<file path="src/rtl/stack_ctrl.sv">
// stack_ctrl: expands stack opcodes into {update,push,pop} command sequences
// for the cached data stack. Depth and error checking under STACK_CTRL_CHECK_EN.
// Ports: clk, reset_n (async, active-low); op_valid/op_ready/op_code/op_imm
//   opcode handshake; stk_cmd/stk_in/stk_s0 stack side; busy, depth,
//   err/err_code/err_clr status.
module stack_ctrl #(
  parameter int AW        = 8,
  parameter int DW        = 16,
  parameter int DEPTH_MAX = 2**AW
) (
  input  logic          clk,
  input  logic          reset_n,
  input  logic          op_valid,
  output logic          op_ready,
  input  logic [3:0]    op_code,
  input  logic [DW-1:0] op_imm,
  output logic [2:0]    stk_cmd,
  output logic [DW-1:0] stk_in,
  input  logic [DW-1:0] stk_s0,
  output logic          busy,
  output logic [AW:0]   depth,
  output logic          err,
  output logic [1:0]    err_code,
  input  logic          err_clr
);

  localparam logic [1:0] IDLE = 2'd0;
  localparam logic [1:0] EX1  = 2'd1;
  localparam logic [1:0] EX2  = 2'd2;
  localparam logic [1:0] EX3  = 2'd3;

  localparam logic [3:0] OP_LIT  = 4'd1;
  localparam logic [3:0] OP_DUP  = 4'd2;
  localparam logic [3:0] OP_DROP = 4'd3;
  localparam logic [3:0] OP_SWAP = 4'd4;
  localparam logic [3:0] OP_ADD  = 4'd5;
  localparam logic [3:0] OP_SUB  = 4'd6;
  localparam logic [3:0] OP_AND  = 4'd7;
  localparam logic [3:0] OP_OR   = 4'd8;
  localparam logic [3:0] OP_XOR  = 4'd9;

  logic [1:0]    state_q, state_d;
  logic [3:0]    op_q, op_d;
  logic [DW-1:0] imm_q, imm_d;
  logic [DW-1:0] t_q, t_d;
  logic [DW-1:0] r_q, r_d;
  logic [DW-1:0] alu;
  logic          accept;
  logic          reject;
  logic          q_lit, q_dup, q_drop, q_swap, q_bin;

  assign op_ready = (state_q == IDLE);
  assign busy     = ~op_ready;
  assign accept   = op_valid & op_ready;

  assign q_lit  = (op_q == OP_LIT);
  assign q_dup  = (op_q == OP_DUP);
  assign q_drop = (op_q == OP_DROP);
  assign q_swap = (op_q == OP_SWAP);
  assign q_bin  = (op_q >= OP_ADD) && (op_q <= OP_XOR);

  // Operands: stk_s0 is NOS (after the pop in EX1), t_q is the old TOS.
  always_comb begin
    alu = '0;
    case (op_q)
      OP_ADD:  alu = stk_s0 + t_q;
      OP_SUB:  alu = stk_s0 - t_q;
      OP_AND:  alu = stk_s0 & t_q;
      OP_OR:   alu = stk_s0 | t_q;
      OP_XOR:  alu = stk_s0 ^ t_q;
      default: alu = '0;
    endcase
  end

  always_comb begin
    state_d = state_q;
    op_d    = op_q;
    imm_d   = imm_q;
    t_d     = t_q;
    r_d     = r_q;
    stk_cmd = 3'b000;
    stk_in  = '0;
    unique case (state_q)
      IDLE: begin
        if (accept) begin
          op_d  = op_code;
          imm_d = op_imm;
          if (!reject) state_d = EX1;
        end
      end
      EX1: begin
        unique case (1'b1)
          q_lit: begin
            stk_cmd = 3'b110;
            stk_in  = imm_q;
          end
          q_dup: begin
            stk_cmd = 3'b110;
            stk_in  = stk_s0;
          end
          q_drop: stk_cmd = 3'b001;
          q_bin, q_swap: begin
            stk_cmd = 3'b001;
            t_d     = stk_s0;
          end
          default: stk_cmd = 3'b000;
        endcase
        state_d = (q_bin | q_swap) ? EX2 : IDLE;
      end
      EX2: begin
        stk_cmd = 3'b100;
        if (q_swap) begin
          stk_in  = t_q;
          r_d     = stk_s0;
          state_d = EX3;
        end else begin
          stk_in  = alu;
          state_d = IDLE;
        end
      end
      EX3: begin
        stk_cmd = 3'b110;
        stk_in  = r_q;
        state_d = IDLE;
      end
      default: state_d = IDLE;
    endcase
  end

  always_ff @(posedge clk or negedge reset_n) begin
    if (!reset_n) begin
      state_q <= IDLE;
      op_q    <= '0;
      imm_q   <= '0;
      t_q     <= '0;
      r_q     <= '0;
    end else begin
      state_q <= state_d;
      op_q    <= op_d;
      imm_q   <= imm_d;
      t_q     <= t_d;
      r_q     <= r_d;
    end
  end

`ifdef STACK_CTRL_CHECK_EN
  localparam logic [AW:0] DMAX = (AW+1)'(DEPTH_MAX);

  logic [AW:0] depth_q, depth_d;
  logic        err_q, err_d;
  logic [1:0]  code_q, code_d;
  logic        need1, need2, grows, ill;
  logic        uflow, oflow;
  logic [1:0]  new_code;

  // Checks look at the incoming opcode, before it is latched.
  assign need1 = (op_code == OP_DUP) | (op_code == OP_DROP);
  assign need2 = (op_code >= OP_SWAP) & (op_code <= OP_XOR);
  assign grows = (op_code == OP_LIT) | (op_code == OP_DUP);
  assign ill   = (op_code > OP_XOR);

  assign uflow = (need1 & (depth_q == '0)) |
                 (need2 & (depth_q < (AW+1)'(2)));
  assign oflow = grows & (depth_q == DMAX);

  always_comb begin
    new_code = 2'd0;
    unique case (1'b1)
      uflow:   new_code = 2'd1;
      oflow:   new_code = 2'd2;
      ill:     new_code = 2'd3;
      default: new_code = 2'd0;
    endcase
  end

  assign reject = uflow | oflow;

  always_comb begin
    depth_d = depth_q;
    if (stk_cmd[1] & ~stk_cmd[0]) depth_d = depth_q + (AW+1)'(1);
    if (stk_cmd[0] & ~stk_cmd[1]) depth_d = depth_q - (AW+1)'(1);
  end

  // A new error arriving with err_clr wins; otherwise the first code sticks.
  always_comb begin
    err_d  = err_q;
    code_d = code_q;
    if (err_clr) begin
      err_d  = 1'b0;
      code_d = 2'd0;
    end
    if (accept && new_code != 2'd0) begin
      err_d = 1'b1;
      if (!err_q || err_clr) code_d = new_code;
    end
  end

  always_ff @(posedge clk or negedge reset_n) begin
    if (!reset_n) begin
      depth_q <= '0;
      err_q   <= 1'b0;
      code_q  <= 2'd0;
    end else begin
      depth_q <= depth_d;
      err_q   <= err_d;
      code_q  <= code_d;
    end
  end

  assign depth    = depth_q;
  assign err      = err_q;
  assign err_code = code_q;
`else
  logic unused_clr;

  assign reject     = 1'b0;
  assign depth      = '0;
  assign err        = 1'b0;
  assign err_code   = 2'd0;
  assign unused_clr = err_clr;
`endif

endmodule

</file>
<file path="config.mk">
export PLATFORM = sky130hd
export DESIGN_NAME = stack_ctrl
export DESIGN_NICKNAME = d
export VERILOG_FILES = /design/src/rtl/stack_ctrl.sv
export SDC_FILE = /design/constraint.sdc
export NUM_CORES = 1
export LEC_CHECK = 0
export BUFFER_PORTS_ARGS = -buffer_cell sky130_fd_sc_hd__clkbuf_2
export CAP_MARGIN = 20
export CORE_MARGIN = 4
export CORE_UTILIZATION = 58
export DETAILED_ROUTE_END_ITERATION = 10
export PLACE_DENSITY = 0.9
export SKIP_LAST_GASP = 1
export SLEW_MARGIN = 20
export SYNTH_ARGS = -nofsm -noshare
export SYNTH_HDL_FRONTEND = slang
export SYNTH_SLANG_ARGS = --single-unit
</file>
<file path="constraint.sdc">
create_clock -name clk -period 3.85 [get_ports clk]
set_input_delay 0.77 -clock clk [delete_from_list [all_inputs] [get_ports clk]]
set_output_delay 0.77 -clock clk [all_outputs]
set_load 0.02 [all_outputs]
</file>
==> impl_metrics.csv <==
group,metric,value,unit
yosys,syn_inst,545,
final_layout,final_cells,749,
placement,dp_slack,-14.6,ps
status,failed_checks,"setup timing",
min_path,min-delay-start,"r_q[11]",
yosys,async_reset_ff_frac,1.00,
sta,slew_headroom,0.343,
power_and_ir_drop,leakagePower,0.00271,µW
clocking,cts-buffers-inserted,5,
critical_path,r2r-start,"state_q[1]",
final_layout,drive_gt1_frac,0.332,
sta,setup_ws,-417,ps
global_routing,grt_pass1_wl,22.5,mm
critical_path,arrival,3500,ps
detailed_routing,drt_first_pass_iters,7,
critical_path,crit_type,"reg -> out",
detailed_routing,drt.antenna.violating_nets,0,
yosys,avgSynthCellArea,8.63,µm²
sta,whs,493,ps
final_layout,multi_input_area,3240,µm²
placement,place_inst,729,
clocking,htree_levels,2,
final_layout,seq_area,1350,µm²
global_routing,grt_max_degree,39,
floorplan,core,7810,µm²
critical_path,r2r_slack,1550,ps
critical_path,worstPathMaxFanout,3,
power_and_ir_drop,power.density,940,nW/µm²
yosys,synth_area_leaders,"dfrtp_1, ha_1, o21ai_0",
min_path,hp-class,"reg -> reg",
sta,min_period,4270,ps
placement,hpwl,10.0,mm
clocking,insertion_delay,330,ps
min_path,whs_path_depth,2,
clocking,root_buffer,"clkbuf_8",
sta,hold_viol_final,0,
floorplan,dieArea,9610,µm²
critical_path,crit_path_end_kind,"output port",
final_layout,synthToLayoutAreaGrowth,23.5,%
status,status,"complete, but fails checks",
global_routing,grt_usage,0.289,
detailed_routing,via_per_inst,6.31,
yosys,synth.distinct_cells,56,
floorplan,rows,32,
critical_path,r2r-end,"op_q[2]",
detailed_routing,wl,14.5,mm
detailed_routing,routedWlPerCell,19.4,µm
min_path,hold_end,"r_q[11]",
yosys,synth-seq-cells,54,
clocking,clock-sinks,54,
power_and_ir_drop,fin_total_pwr,5460,µW
detailed_routing,vias,4723,
power_and_ir_drop,vdd.ir_drop.worst,0.497,mV
detailed_routing,drc,0,
yosys,synth_edf_count,0,
yosys,synthFlopType,"dfrtp_1",
sta,max_freq,0.234,GHz
sta,maxSlewViolCount,0,
global_routing,overflow,0,
flow_run,cap_viol_max_count,0,
yosys,netlist_area,4700,µm²
final_layout,antenna_cells,0,
yosys,ys_seq_area_frac,0.287,
global_routing,grt_pass1_vias,4774,
floorplan,die_w,98.0,µm
yosys,ys_warn_count,0,
global_routing,antenna_found_initial,0,
sta,setup_viol_count_final,7,
clocking,clk_pin_slew_worst_paths,110,ps
floorplan,initial_core_util,0.602,
sta,worst_slew_pin_slew,986,ps
clocking,cts_tree,"yes",
sta,rsz0062_at_grt,"yes",
final_layout,finalNetCount,735,
yosys,synth_top_area_frac,0.287,
floorplan,ios,73,
detailed_routing,drt-initial-drc-count,509,
placement,gp_congestion,0.912,
floorplan,die_y,98.0,µm
final_layout,num-fill-cells,553,
clocking,clk_path_buf_depth,2,
sta,clock-skew-final,12.4,ps
placement,portBuffers,59,
yosys,synth_top_area_cell,"dfrtp_1",
sta,post-route-period-util,1.11,
critical_path,startpoint_type,"flip-flop",
critical_path,worstPathRequired,3080,ps
critical_path,worst_r2r_path_depth,4,
==> state kept, by name, indices dropped and copies added (netlist names) <==
name and cells:
imm_q 16, r_q 16, t_q 16, op_q 4, state_q 2
==> layout make-up <==
cell class,instances,area share
clock buffer,8,0.0190
inverter,34,0.0220
multi-input combinational,426,0.558
sequential,54,0.233
tap,102,0.0220
timing repair buffer,125,0.146
==> Yosys cell counts, drive strengths merged (2+ instances only) <==
master  number
o21ai       89
nand2       66
dfrtp       54
ha          48
a22oi       35
inv         34
buf         30
nor2        23
mux2        21
xnor2       21
a21oi       19
clkbuf      12
nor2b       10
a222oi       7
a31oi        7
nand2b       7
nor3         7
xor2         6
a21o         5
o21a         5
o211ai       4
and3         3
nor4         3
a211oi       2
a221oi       2
nand3        2
nand4        2
nor3b        2
o31a         2
o31ai        2
o41ai        2
or3          2
==> logic make-up after synthesis <==
group | count (synthesis) | synth area share
multiplexers | 22 | 0.0524
AO/OA/AOI/OAI | 185 | 0.245
AND/OR/NAND/NOR | 131 | 0.145
adder cells (fa/ha/maj) | 49 | 0.132
other | 1 | 0.000798
flip-flops | 54 | 0.287
XOR/XNOR | 27 | 0.0519
buffers and inverters | 76 | 0.0854
==> timing repair <==
| action | CTS | global route |
|---|---|---|
| cloned | 0 | 0 |
| setup buffers | 6 | 6 |
| hold buffers | 0 | 0 |
| gates resized for setup | 38 | 51 |
| endpoints found under the setup margin | 10 | 10 |
| pin swaps | 13 | 27 |
==> worst max-delay path by stage <==
stage	startpoint	endpoint	slack [ps]	depth (start not counted)
floorplan	t_q[5]	stk_in[13]	40	10
global placement	t_q[4]	stk_in[15]	10	13
detailed placement	t_q[0]	stk_in[14]	-10	15
CTS	t_q[4]	stk_in[13]	-320	13
global route	t_q[4]	stk_in[15]	-570	14
finish	t_q[4]	stk_in[13]	-420	13
==> critical path, stage by stage (launching register included) <==
cell,delay [ps]
dfrtp_1,410
or3_4,410
or3_4,370
nor4_4,210
a31oi_2,130
xnor2_1,140
ha_1,320
a21oi_2,170
buf_4,150
o21a_1,150
nand2_1,60
mux2_2,270
o211ai_1,200
buf_4,190
==> layout by cell type, fill, tap and decap left out, types with 10 or more instances in the layout <==
cell type and instances:
clkbuf_2 49, o21ai_0 53, conb_1 12, buf_4 67, ha_1 45, inv_1 32, xnor2_1 17, dfrtp_1 52
a21oi_1 10, a22oi_1 35, o21ai_1 28, mux2_2 21, nand2_1 61, nor2_1 18
==> report_power, final <==
group / internal [µW] / total, µW / switching [µW]
Combinational: 1840 / 4000 / 2160
Clock: 182 / 386 / 203
Sequential: 827 / 1080 / 251
==> metrics by stage <==
stage | setup TNS (ps) | util | area (µm²)
finish | -2050 | 0.744 | 5810
global route | -3360 | 0.744 | 5810
CTS | -1560 | 0.714 | 5580
detailed placement | -21.0 | 0.679 | 5300
global placement | 0 | 0.679 | 5300
floorplan | 0 | - | 4740
==> routing by layer <==
metal  GRT usage  vias up  wire length, µm
met3      0.0479       67             1240
met2       0.509      276             7340
met1       0.336     2258             5280
met5           0        -                0
met4       0.148        0              658
li1            -     2122                -
Power figures use the tool's default switching activity.
